`config.mk`:
```
export PLATFORM = sky130hd
export DESIGN_NAME = dac_serializer
export DESIGN_NICKNAME = d
export VERILOG_FILES = /design/src/rtl/dac_serializer.sv
export SDC_FILE = /design/constraint.sdc
export NUM_CORES = 1
export LEC_CHECK = 0
export BUFFER_PORTS_ARGS = -buffer_cell sky130_fd_sc_hd__buf_4
export CELL_PAD_IN_SITES_DETAIL_PLACEMENT = 1
export CELL_PAD_IN_SITES_GLOBAL_PLACEMENT = 1
export CORE_MARGIN = 1.5
export CORE_UTILIZATION = 50
export DETAILED_ROUTE_END_ITERATION = 10
export PLACE_DENSITY = 0.94
export SLEW_MARGIN = 0
export SYNTH_ARGS = -nofsm -noshare
export SYNTH_HDL_FRONTEND = slang
export SYNTH_SLANG_ARGS = --single-unit
```
`constraint.sdc`:
```
create_clock -name clk -period 3.4 [get_ports clk]
set_input_delay 0.34 -clock clk [delete_from_list [all_inputs] [get_ports clk]]
set_output_delay 0.34 -clock clk [all_outputs]
set_load 0.005 [all_outputs]
```
`src/rtl/dac_serializer.sv`:
```
// dac_serializer
//   Output stage after the L/R MAC filters. Takes one stereo pair per audio
//   frame over valid/ready, holds it in a one-entry pending buffer, and shifts
//   it MSB-first onto the codec DAC data line, framed by the DAC LR clock.
//   Everything runs on the codec bit clock.
//
//   Build option: DAC_SERIALIZER_I2S_DELAY_EN
//     defined   - I2S timing: one extra zero bit after each LRCK edge.
//     undefined - left-justified timing: MSB immediately after edge detect.
//
// Ports
//   clk            bit clock (AUD_BCLK), rising edge
//   reset          asynchronous, active-low
//   lrck           DAC LR clock, low = left, high = right
//   data_L/data_R  two's complement samples
//   data_valid     sample pair present
//   data_ready     pair taken when valid & ready
//   serial_out     AUD_DACDAT
//   frame_start    one-cycle pulse as a left word starts
//   underrun_count saturating count of frames started with nothing pending
module dac_serializer #(
    parameter int WORD_LENGTH    = 16,
    parameter int SLOT_BITS      = 32,
    parameter int UNDERRUN_WIDTH = 8
) (
    input  logic                      clk,
    input  logic                      reset,
    input  logic                      lrck,
    input  logic [WORD_LENGTH-1:0]    data_L,
    input  logic [WORD_LENGTH-1:0]    data_R,
    input  logic                      data_valid,
    output logic                      data_ready,
    output logic                      serial_out,
    output logic                      frame_start,
    output logic [UNDERRUN_WIDTH-1:0] underrun_count
);

`ifdef DAC_SERIALIZER_I2S_DELAY_EN
    localparam int LEAD = 1;
`else
    localparam int LEAD = 0;
`endif

    localparam int                CNT_W    = $clog2(SLOT_BITS + 1);
    localparam logic [CNT_W-1:0]  CNT_MAX  = CNT_W'(SLOT_BITS);
    localparam logic [CNT_W-1:0]  LAST_BIT = CNT_W'(WORD_LENGTH - 1 + LEAD);

    typedef enum logic [2:0] {IDLE, SHIFT_L, PAD_L, SHIFT_R, PAD_R} state_t;

    state_t                 state, state_nxt;
    logic                   lrck_q;
    logic                   fall, rise;
    logic [WORD_LENGTH-1:0] pend_L, pend_R;
    logic                   pend_full;
    logic                   xfer, accept;
    logic [WORD_LENGTH-1:0] active_R;
    logic [WORD_LENGTH-1:0] new_L;
    logic [WORD_LENGTH-1:0] shreg;
    logic [CNT_W-1:0]       bit_cnt;
    logic                   load_l, load_r;
    logic                   shifting;
    logic                   lead_done;

    assign fall       = lrck_q & ~lrck;
    assign rise       = ~lrck_q & lrck;
    assign xfer       = fall & pend_full;
    assign data_ready = ~pend_full | xfer;
    assign accept     = data_valid & data_ready;

    // Word entering the left slot: the pending pair, or silence on underrun.
    assign new_L      = pend_full ? pend_L : '0;

    assign shifting   = (state == SHIFT_L) || (state == SHIFT_R);

`ifdef DAC_SERIALIZER_I2S_DELAY_EN
    // First cycle after the edge is the I2S one-bit delay slot.
    assign lead_done  = (bit_cnt != '0);
`else
    assign lead_done  = 1'b1;
`endif

    assign serial_out = shifting & lead_done & shreg[WORD_LENGTH-1];

    // Any falling edge restarts the left word, even mid-word or from the
    // right half (wrong-polarity abort). A rising edge only starts the right
    // word once a left half is underway, so IDLE ignores it.
    always_comb begin
        state_nxt = state;
        load_l    = 1'b0;
        load_r    = 1'b0;
        if (fall) begin
            state_nxt = SHIFT_L;
            load_l    = 1'b1;
        end else if (rise && (state == SHIFT_L || state == PAD_L)) begin
            state_nxt = SHIFT_R;
            load_r    = 1'b1;
        end else if (state != IDLE && bit_cnt == CNT_MAX) begin
            // LRCK stalled: go quiet until the next falling edge.
            state_nxt = IDLE;
        end else begin
            case (state)
                SHIFT_L: if (bit_cnt == LAST_BIT) state_nxt = PAD_L;
                SHIFT_R: if (bit_cnt == LAST_BIT) state_nxt = PAD_R;
                default: ;
            endcase
        end
    end

    always_ff @(posedge clk or negedge reset) begin
        if (!reset) state <= IDLE;
        else        state <= state_nxt;
    end

    always_ff @(posedge clk or negedge reset) begin
        if (!reset) begin
            lrck_q         <= 1'b0;
            frame_start    <= 1'b0;
            pend_L         <= '0;
            pend_R         <= '0;
            pend_full      <= 1'b0;
            active_R       <= '0;
            underrun_count <= '0;
            shreg          <= '0;
            bit_cnt        <= '0;
        end else begin
            lrck_q      <= lrck;
            frame_start <= fall;

            // A refill in the transfer cycle wins, keeping the buffer full.
            if (accept) begin
                pend_L    <= data_L;
                pend_R    <= data_R;
                pend_full <= 1'b1;
            end else if (xfer) begin
                pend_full <= 1'b0;
            end

            // The left word goes straight into the shift register; only the
            // right word needs to wait for its half-frame.
            if (fall) begin
                active_R <= pend_full ? pend_R : '0;
                if (!pend_full && underrun_count != '1)
                    underrun_count <= underrun_count + 1'b1;
            end

            if (load_l || load_r)        bit_cnt <= '0;
            else if (bit_cnt != CNT_MAX) bit_cnt <= bit_cnt + 1'b1;

            if (load_l)                     shreg <= new_L;
            else if (load_r)                shreg <= active_R;
            else if (shifting && lead_done) shreg <= {shreg[WORD_LENGTH-2:0], 1'b0};
        end
    end

endmodule
```
Word level (Yosys, flattened, before mapping)
Cells that the tools add are included.
- input port bits: 36
- flip-flop bits (word level): 84
- logic and storage cells: 62
- output and inout port bits: 11
- mux-type cells: 18
- $add $sub $neg: 2
- eq/ne operators: 9
- bitwise gates (word level): 9
- reductions and logical operators: 14
- operator list (cell ; count):
    $mux W16 ; 5
    $mux W3 ; 5
    $mux W6 ; 2
    $ne A5 B2 Y1 const B ; 2
    $add A8 B1 Y8 const B ; 1
    $ne A8 B8 Y1 const B ; 1
    $add A6 B1 Y6 const B ; 1
    $eq A3 B2 Y1 const B ; 2
    $eq A6 B4 Y1 const B ; 1
    $eq A6 B6 Y1 const B ; 1
    $ne A6 B6 Y1 const B ; 1
    $pmux W3 S2 ; 1
    $reduce_bool A3 Y1 ; 2
    $and A1 B1 Y1 ; 5
    $mux W1 ; 5
    $reduce_bool A5 Y1 ; 1
    $reduce_bool A2 Y1 ; 2
    $eq A3 B1 Y1 const B ; 1
    $logic_and A1 B1 Y1 ; 3
    $logic_or A1 B1 Y1 ; 3
    $not A1 Y1 ; 3
    $reduce_and A3 Y1 ; 1
    $reduce_and A2 Y1 ; 1
    $logic_not A1 Y1 ; 1
    $or A1 B1 Y1 ; 1

Longest topological paths before layout
- depth in word-level cells: 7
- depth in mapped cells: 7
- gate-level depth less buffers: 6

Worst setup path before layout
Ideal clock, no wire load.
- path kind: reg2reg
- start: register bit_cnt[0]
- end: register state[1]
- clock period less this slack: 1.739 ns
- stages on the path, launching flop included: 7
- data arrival time: 1.612 ns
- buffers on the path: 0
- path slack: 1.661 ns
- setup time: 0.128 ns
- required time: 3.272 ns
- path through: dfrtp_1 -> inv_1 -> ha_1 -> nand2_1 -> nor4_2 -> a2111o_1 -> mux2_1
- longest elaborated chain between the ends: 5
- elaborated cells on any way between the ends: 10
- those cells by class: 4 x eq/ne; 3 x mux; 3 x reduce/logical
- RTL lines (what ; RTL line ; text):
    start: declaration ; 59 ; logic [CNT_W-1:0] bit_cnt;
    start signal: assignment ; 147 ; else if (bit_cnt != CNT_MAX) bit_cnt <= bit_cnt + 1'b1;
    $eq A6 B6 Y1 ; 97 ; end else if (state != IDLE && bit_cnt == CNT_MAX) begin
    $logic_and A1 B1 Y1 ; 97 ;
    $mux W3 ; 97 ;
    $mux W3 ; 94 ; end else if (rise && (state == SHIFT_L || state == PAD_L)) begin
    $mux W3 ; 91 ; if (fall) begin
    end signal: assignment ; 111 ; else state <= state_nxt;
    end: declaration ; 50 ; state_t state, state_nxt;
Parallel ways exist; a longest one is shown, timed or not.
A chain may end at the register's enable or synchronous reset.

Worst setup path after layout
- start: register lrck_q
- end: register underrun_count[1]
- longest elaborated chain between the ends: 2
- RTL lines (what ; RTL line ; text):
    start: declaration ; 51 ; logic lrck_q;
    start signal: assignment ; 126 ; lrck_q <= lrck;
    $and A1 B1 Y1 ; 64 ; assign fall = lrck_q & ~lrck;
    $reduce_and A2 Y1 (no line) ; - ;
    end signal: assignment ; 143 ; underrun_count <= underrun_count + 1'b1;
    end: declaration ; 35 ; output logic [UNDERRUN_WIDTH-1:0] underrun_count
No other way between the ends.

==> impl_metrics.ini <==
[die]
die_h_um = 90.35
dieArea_sq_um = 8163
row_count = 31
die_w_um = 90.35
core_area_sq_um = 7331
initial_core_util_pct = 52.04
ioPinCount = 47

[power]
switching_power_mw = 1.034
pwr-share-comb_pct = 29.3
clockPowerShare_pct = 21.9
ir_worst_vdd_uv = 340.0
p_per_area_nw_per_um2 = 695.5
intPower_mw = 2.016
swShare_pct = 33.91
p_leak_nw = 1.960
seqPwrFrac_pct = 48.8

[yosys]
synth_cells = 323
yosysSeqAreaShare_pct = 55.10
syn_avg_cell_area_sq_um = 11.81
synth_area_sq_um = 3815
synth_top_area_share_pct = 55.10
synth-seq-cells = 84
yosys-top-cells-area = dfrtp_1 (55%), mux2_2 (9.2%), nand3_1 (4.7%), a2bb2oi_2 (3.9%), nand2_1 (3.6%)
yosys_warnings = 0
yosys.area.top_type = dfrtp_1
yosysUniqueCellTypes = 42
syn-num-nets = 362

[clock_network]
cts_buffer_depth = 2
clock-root-buffer = clkbuf_8
cts_buffers = 9
clk_latency_ns = 0.36
holdBufCountCts = 0
cts_max_level = 3
path_clk_slew_ns = 0.09
postCtsSetupRepairBufs = 0
clock_sinks = 84
cts_resized = 0
cts_tree = done

[layout]
layout_commonest_cell = dfrtp_1
area_delta_synth_final_pct = 14.96
n_antenna_cell = 0
layout-drive-gt1-share_pct = 30.79
mostFrequentLayoutCells = dfrtp_1 (84), buf_4 (50), nand2_1 (37)
fin_nets = 401
final_area_sq_um = 4385

[global_routing]
grt_antenna_before_repair = 0
grt_pass1_wl_mm = 14.77
overflow = 0
grt_pass1_vias = 2972
grt_max_degree = 85
grt_usage_pct = 23.22

[sta]
setup_violations = 0
worst_pin_slew_ns = 1.030
finalMaxSlewViolations = 0
post-route-period-util_pct = 66.58
rsz0062_at_grt = false
hold_violations = 0
relSlewSlack_pct = 31.34
setup_tns_ns = 0
whs_ns = 0.09582
skew_ns = 0.01043
fmax_ghz = 0.4418
layout_min_cycle_time_ns = 2.264
setup_ws_ns = 1.136

[place]
hpwl_mm = 5.688
post-place-ws_ns = 1.105
gp_congestion = 0.8137
port_buffers = 46
post_dp_cell_area_sq_um = 4199

[setup_path]
r2r_slack_ns = 1.14
critPathLaunchType = register
cp_max_fo = 35
critical_path_required_ns = 3.64
end_kind = register
criticalPathCategory = reg2reg
cp.arrival_ns = 2.51

[route]
drc = 0
finalWirelength_mm = 8.639
ant_nets = 0
route.vias.total = 2684
post_drt_via_cell_ratio = 5.760
first_iter_violations = 139
wl_per_cell_um = 18.54
first_pass_iters = 4

[job]
max-cap-violations = 0

[run_status]
status = completed

[worst_hold_path]
hp-class = in2reg
==> final cells by class <==
type                    instances  area (sq um)
fillers                       770          2945
multi-input cells             211          1575
repair buffers                 50         375.4
flip-flops and latches         84          2102
clock inverters                 6         48.80
clock buffers                  10         137.6
well taps                      99         123.9
inverters                       6         22.52
==> power by group through the flow <==
stage | sequential (mW) | clock, mW | combinational [mW]
6_report | 1.49 | 0.668 | 0.895
5_1_grt | 1.52 | 0.730 | 0.982
4_1_cts | 1.48 | 0.682 | 0.903
3_5_place_dp | 1.50 | 0 | 0.886
3_3_place_gp | 1.48 | 0 | 0.835
2_1_floorplan | 1.43 | 0 | 0.708
==> sequential cells by signal, summed over array words and instances, names as in the netlist <==
name	flops
frame_start	1
pend_R	16
pend_full	1
state	3
lrck_q	1
active_R	16
underrun_count	8
shreg	16
bit_cnt	6
pend_L	16
==> synthesized netlist by cell type, drive strengths merged <==
cell type,n
a221oi,1
or3b,1
clkinv,1
o21bai,2
nor2b,1
mux2,34
a2111o,1
ha,3
nand2b,3
nor3,5
nand4,2
or3,15
o211ai,2
inv,5
o21ai,2
xnor2,5
or2b,1
clkbuf,11
and2,3
a2bb2oi,15
o311ai,15
dfrtp,84
nor4,3
nand2,37
nand3,36
a31oi,1
buf,11
nor2,13
mux2i,1
xor2,8
a32oi,1
==> metal layers <==
layer  global-route usage, %  vias up  wire length [um]
met4                   9.127        0               229
met5                       0        -                 0
met3                   5.808       18               279
li1                        -     1231                 -
met2                   41.41       57              4594
met1                   26.62     1378              3536
==> stage by stage <==
stage               std cells  power [mW]  utilization (%)
finish                    466       3.050            59.82
global route              466       3.227            59.82
CTS                       466       3.069            59.82
detailed placement        450       2.386            57.28
floorplan                 323       2.138                -
global placement          450       2.314            57.28
==> path summary, 6_finish.rpt <==
kind                         startpoint                end  depth (start not counted)
max                              lrck_q  underrun_count[1]                          5
min                                lrck             lrck_q                          1
max reg2reg                      lrck_q  underrun_count[1]                          5
min reg2reg                active_R[15]       active_R[15]                          2
max in group asynchronous         reset           shreg[2]                          1
min in group asynchronous         reset  underrun_count[3]                          1
==> worst max-delay path, cell delays in order, from the launching register on <==
cell and delay (ns):
dfrtp_1 0.40, nand2b_1 0.08, buf_4 0.34, clkinv_1 0.56, o211ai_2 0.37, mux2_2 0.39
==> kinds of logic (layout without fill, tap and decap cells) <==
family	after synthesis	after routing	share of synthesized area (%)
fa+ha+maj	3	3	0.9840
flops	84	84	55.10
mux	35	35	10.30
xor+xnor	13	13	3.477
simple gates	120	120	15.61
buf+inv	28	72	3.608
compound gates	40	40	10.92
(Power assumes the default switching activity.)
